===== src/rtl/cmp_sorter4.sv =====
// cmp_sorter4: loads four 4-bit values, bubble-sorts them in place with one shared comparator, then streams them out.
// Optional build macro CMP_SORTER_EARLY_EXIT_EN leaves SORT after any pass that made no swaps.

module comparator (
  input  logic [3:0] p,
  input  logic [3:0] q,
  output logic       eql,
  output logic       ltr
);
  assign eql = (p == q);
  assign ltr = (p < q);
endmodule

module cmp_sorter4 #(
  parameter bit DESCEND = 1'b0
) (
  input  logic       clk,
  input  logic       rst_n,
  input  logic       in_valid,
  input  logic [3:0] in_data,
  output logic       in_ready,
  output logic       out_valid,
  output logic [3:0] out_data,
  input  logic       out_ready,
  output logic       busy,
  output logic [2:0] cmp_cnt
);
  typedef enum logic [1:0] {ST_LOAD, ST_SORT, ST_DRAIN} state_t;

  state_t     state_q, state_d;
  logic [3:0] buf_q [4];
  logic [3:0] buf_d [4];
  logic [1:0] wr_q, wr_d;
  logic [1:0] rd_q, rd_d;
  logic [1:0] pass_q, pass_d;
  logic [1:0] idx_q, idx_d;
  logic       swapped_q, swapped_d;
  logic [2:0] cmp_cnt_q, cmp_cnt_d;
  logic       in_ready_q, in_ready_d;
  logic       out_valid_q, out_valid_d;
  logic       busy_q, busy_d;
  logic [3:0] out_data_q, out_data_d;

  logic [1:0] idx_nx;
  logic [3:0] lo_val, hi_val, cmp_p, cmp_q;
  logic       cmp_eql, cmp_ltr;
  logic       load_fire, drain_fire, do_swap, pass_end, sort_done, swapped_now;

  assign idx_nx = idx_q + 2'd1;
  assign lo_val = buf_q[idx_q];
  assign hi_val = buf_q[idx_nx];
  assign cmp_p  = DESCEND ? lo_val : hi_val;
  assign cmp_q  = DESCEND ? hi_val : lo_val;

  comparator u_cmp (
    .p   (cmp_p),
    .q   (cmp_q),
    .eql (cmp_eql),
    .ltr (cmp_ltr)
  );

  assign load_fire   = (state_q == ST_LOAD) && in_valid;
  assign drain_fire  = (state_q == ST_DRAIN) && out_ready;
  // Equal keys never swap, which keeps the sort stable.
  assign do_swap     = (state_q == ST_SORT) && cmp_ltr && !cmp_eql;
  assign swapped_now = swapped_q || do_swap;
  assign pass_end    = (idx_q == (2'd2 - pass_q));
`ifdef CMP_SORTER_EARLY_EXIT_EN
  assign sort_done   = (pass_q == 2'd2) || !swapped_now;
`else
  assign sort_done   = (pass_q == 2'd2);
`endif

  for (genvar gi = 0; gi < 4; gi++) begin : g_buf
    assign buf_d[gi] = (load_fire && wr_q == 2'(gi))  ? in_data :
                       (do_swap && idx_q == 2'(gi))   ? hi_val  :
                       (do_swap && idx_nx == 2'(gi))  ? lo_val  :
                                                        buf_q[gi];
  end

  always_comb begin
    state_d   = state_q;
    wr_d      = wr_q;
    rd_d      = rd_q;
    pass_d    = pass_q;
    idx_d     = idx_q;
    swapped_d = swapped_q;
    cmp_cnt_d = cmp_cnt_q;
    unique case (state_q)
      ST_LOAD: begin
        if (load_fire) begin
          wr_d = wr_q + 2'd1;
          if (wr_q == 2'd3) begin
            state_d   = ST_SORT;
            pass_d    = 2'd0;
            idx_d     = 2'd0;
            swapped_d = 1'b0;
            cmp_cnt_d = 3'd0;
          end
        end
      end
      ST_SORT: begin
        cmp_cnt_d = cmp_cnt_q + 3'd1;
        if (pass_end) begin
          idx_d     = 2'd0;
          swapped_d = 1'b0;
          if (sort_done) begin
            state_d = ST_DRAIN;
            rd_d    = 2'd0;
          end else begin
            pass_d = pass_q + 2'd1;
          end
        end else begin
          idx_d     = idx_nx;
          swapped_d = swapped_now;
        end
      end
      ST_DRAIN: begin
        if (drain_fire) begin
          rd_d = rd_q + 2'd1;
          if (rd_q == 2'd3) begin
            state_d = ST_LOAD;
            wr_d    = 2'd0;
          end
        end
      end
      default: state_d = ST_LOAD;
    endcase
  end

  // Outputs are registered from next-state so they line up with the state they describe.
  always_comb begin
    in_ready_d  = (state_d == ST_LOAD);
    out_valid_d = (state_d == ST_DRAIN);
    busy_d      = (state_d == ST_SORT);
    out_data_d  = (state_d == ST_DRAIN) ? buf_d[rd_d] : 4'd0;
  end

  always_ff @(posedge clk or negedge rst_n) begin
    if (!rst_n) begin
      state_q     <= ST_LOAD;
      wr_q        <= 2'd0;
      rd_q        <= 2'd0;
      pass_q      <= 2'd0;
      idx_q       <= 2'd0;
      swapped_q   <= 1'b0;
      cmp_cnt_q   <= 3'd0;
      in_ready_q  <= 1'b1;
      out_valid_q <= 1'b0;
      busy_q      <= 1'b0;
      out_data_q  <= 4'd0;
      for (int i = 0; i < 4; i++) buf_q[i] <= 4'd0;
    end else begin
      state_q     <= state_d;
      wr_q        <= wr_d;
      rd_q        <= rd_d;
      pass_q      <= pass_d;
      idx_q       <= idx_d;
      swapped_q   <= swapped_d;
      cmp_cnt_q   <= cmp_cnt_d;
      in_ready_q  <= in_ready_d;
      out_valid_q <= out_valid_d;
      busy_q      <= busy_d;
      out_data_q  <= out_data_d;
      for (int i = 0; i < 4; i++) buf_q[i] <= buf_d[i];
    end
  end

  assign in_ready  = in_ready_q;
  assign out_valid = out_valid_q;
  assign out_data  = out_data_q;
  assign busy      = busy_q;
  assign cmp_cnt   = cmp_cnt_q;
endmodule


===== config.mk =====
export PLATFORM = sky130hd
export DESIGN_NAME = cmp_sorter4
export DESIGN_NICKNAME = d
export VERILOG_FILES = /design/src/rtl/cmp_sorter4.sv
export SDC_FILE = /design/constraint.sdc
export NUM_CORES = 1
export LEC_CHECK = 0
export BUFFER_PORTS_ARGS = -buffer_cell sky130_fd_sc_hd__buf_2
export CAP_MARGIN = 5
export CORE_AREA = 8 8 98 78
export CTS_BUF_LIST = sky130_fd_sc_hd__clkbuf_2 sky130_fd_sc_hd__clkbuf_4 sky130_fd_sc_hd__clkbuf_8
export DETAILED_ROUTE_END_ITERATION = 12
export DIE_AREA = 0 0 106 86
export PLACE_DENSITY = 0.71
export SYNTH_ARGS = -nofsm -noshare
export SYNTH_HDL_FRONTEND = slang
export SYNTH_SLANG_ARGS = --single-unit

===== constraint.sdc =====
create_clock -name clk -period 4.2 [get_ports clk]
set_input_delay 0.42 -clock clk [delete_from_list [all_inputs] [get_ports clk]]
set_output_delay 0.42 -clock clk [all_outputs]
set_load 0.01 [all_outputs]

==> metrics.md <==
| Metric | Value |
|---|---|
| Slew HR | 45.8% |
| Clk_lat worst skew | 0.29 ns |
| Most frequent cells in the layout | dfrtp_1 (35), nand2_1 (29), o21ai_0 (26) |
| First-pass GRT wire length | 11.1 mm |
| Max Root-Sink Buffers | 2 |
| Root Buffer | clkbuf_8 |
| Count of input and output buffers | 17 |
| Synth unique cells | 59 |
| Fin. Hold Viols | 0 |
| Mapped Area | 2650 um^2 |
| Vias | 2,284 |
| Int Pwr | 1.30 mW |
| H-tree depth | 2 |
| Fin crit share | 83.5% |
| Routability Congestion | 0.937 |
| Clk sink count | 36 |
| Final WL | 6.85 mm |
| DRT Pass-1 Iters | 5 |
| Sequential-to-total area share from yosys stat | 34.0% |
| Net Sw Frac | 48.5% |
| Pwr dens | 872 nW/um^2 |
| Die Area | 9120 um^2 |
| Cells after synthesis | 283 |
| Final setup viols | 0 |
| Post-Syn Nets | 312 |
| Die extent in y | 86 um |
| FILL cells | 577 |
| Avg Cell Area, Syn | 9.37 um^2 |
| Diodes inserted | 0 |
| Number of synthesized flops with an enable pin | 0 |
| Dpl hpwl | 5.28 mm |
| Final Power | 2.52 mW |
| Fmax | 0.285 GHz |
| CTS Buf Count | 5 |
| Synth-to-layout area growth | 8.96% |
| Startpoint types | flop |
| HP Class | input port to asynchronous set/reset pin |
| Post-CTS Setup Bufs | 0 |
| Setup total negative slack | 0 ns |
| DRC Markers | 0 |
| Lkg Pwr | 1.28 nW |
| Row count | 25 |
| Antenna Nets Post-Route | 0 |
| Clock Skews | 0.00530 ns |
| VDD IR max | 0.262 mV |
| Vias in the first global route | 2,222 |
| Yosys warns | 0 |
| Switching pwr | 1.22 mW |
| GRT overflow | 0 |
| Post-Place Cells | 374 |
| Min Clock Period, post-route | 3.51 ns |
| I/O pins | 18 |
| Hold buffers post-CTS | 0 |
| Seq cells post-synth | 36 |
| Crit Path Max Fanout | 11 |
| Comb pwr share | 64.6% |
| Wirelength per Cell | 18.0 um |
| Kind of critical path | flop to flop |
| Core area | 6100 um^2 |
| Sequential power share | 24.7% |
| Outcome | completed |
| Antenna violations before repair | 0 |
| GR Util All Layers | 15.2% |
| Most common library cell in the layout ignoring fill and taps | dfrtp_1 |
| CP arrival | 3.73 ns |
| Hold WS | 0.205 ns |
| Initial Utilization | 43.5% |
| Clock power share | 10.7% |
| Largest net degree at the start of global routing | 37 |
| Max-Cap Viols | 0 |
| Die width | 106 um |
| Initial drt markers | 96 |
| CTS tree | done |
| Max-slew violation count | 0 |
| Async SR Flop Fraction | 100% |
| CTS clk-pin slew, worst paths | 0.07 ns |
| Non-filler cells, final | 381 |
| Worst EP required | 4.43 ns |
| DR vias/cell | 5.99 |
| Share of cells above drive strength 1 | 18.0% |
| Slew @ Worst Pin | 0.813 ns |
| Top FF cell, synth | dfrtp_1 |
| Fin nets | 329 |
| Crit end category | flop |
| RSZ-0062 raised after global routing | no |
| # resized after CTS | 0 |
## layer usage
layer  vias up  global-route usage (%)  wire [um]
li1       1072                       -          -
met2       103                    22.2       2950
met1      1089                    20.8       3260
met3        20                    3.67        487
met4         0                    6.37        155
met5         -                       0          0
## cell usage after synthesis, drive strengths merged, types with 3 or more instances
cell,count,share of area (%)
dfrtp,35,33
o21ai,30,5.7
nand2,29,4.1
nor2,24,3.5
ha,21,9.9
inv,21,3.0
a21oi,13,3.2
o22ai,10,2.4
mux4,7,5.9
nor3,7,1.3
a22oi,6,2.2
buf,6,1.8
mux2i,6,2.3
o211ai,6,1.7
a22o,5,1.7
and3,5,1.2
nand3,5,0.94
nand2b,4,1.0
nor2b,4,0.94
a221oi,3,0.99
clkbuf,3,0.42
mux2,3,1.3
o32ai,3,0.99
## stage by stage
step / cell area (um^2) / util (%) / setup slack [ns]
after floorplan: 2650 / - / 0.750
after global placement: 2790 / 45.8 / 0.818
after detailed placement: 2790 / 45.8 / 0.774
after CTS: 2890 / 47.4 / 0.752
after global routing: 2890 / 47.4 / 0.433
final: 2890 / 47.4 / 0.695
## power by group through the flow
stage          Clock (mW)  Combinational [mW]  Sequential, mW
6_report            0.270                1.63           0.623
5_1_grt             0.286                1.81           0.636
4_1_cts             0.278                1.60           0.618
3_5_place_dp            0                1.60           0.623
3_3_place_gp            0                1.57           0.623
2_1_floorplan           0                1.26           0.595
## registers in the layout (all words and copies together) (netlist names)
| register | flops |
|---|---|
| busy | 1 |
| state_q | 2 |
| idx_q | 2 |
| rd_q | 2 |
| out_data | 4 |
| out_valid | 1 |
| cmp_cnt | 3 |
| buf_q | 16 |
| in_ready | 1 |
| wr_q | 2 |
| pass_q | 2 |
## layout make-up
cell class | count | area [um^2] | share of cell area [%]
Multi-Input combinational cell | 216 | 1600 | 55.5
Tap cell | 81 | 101 | 3.51
Timing Repair Buffer | 20 | 108 | 3.72
Clock buffer | 7 | 96.3 | 3.33
Inverter | 21 | 78.8 | 2.73
Sequential cell | 36 | 902 | 31.2
## worst max-delay path, stage by stage (launching register included)
cell     delay, ns
dfrtp_1       0.34
inv_1         0.08
ha_1          0.47
mux4_2        0.61
ha_1          0.30
or2_2         0.11
a21oi_1       0.10
nor2_1        0.52
o22ai_1       0.20
o211a_1       0.26
a311o_1       0.33
a21oi_2       0.13
## cells by family after synthesis
logic type,count (synthesis),share of synthesized area [%]
adder cells (fa/ha/maj),21,9.91
flip-flops,36,34.0
AND/OR/NAND/NOR,84,15.0
AO/OA/AOI/OAI,93,24.8
XOR/XNOR,2,1.23
buffers and inverters,31,5.52
multiplexers,16,9.48
## path summary, 6_finish.rpt
check | startpoint | to | slack (ns) | depth (start not counted)
setup / recovery | idx_q[1] | out_data[3] | 0.69 | 11
hold reg to reg | cmp_cnt[1] | cmp_cnt[1] | 0.51 | 2
min in group clk | in_data[1] | buf_q[13] | 0.41 | 3
max in group asynchronous | rst_n | cmp_cnt[1] | 3.47 | 1
hold / removal | rst_n | buf_q[15] | 0.21 | 1
setup reg to reg | idx_q[1] | out_data[3] | 0.69 | 11
No activity file was read; power rests on OpenSTA's default activity.
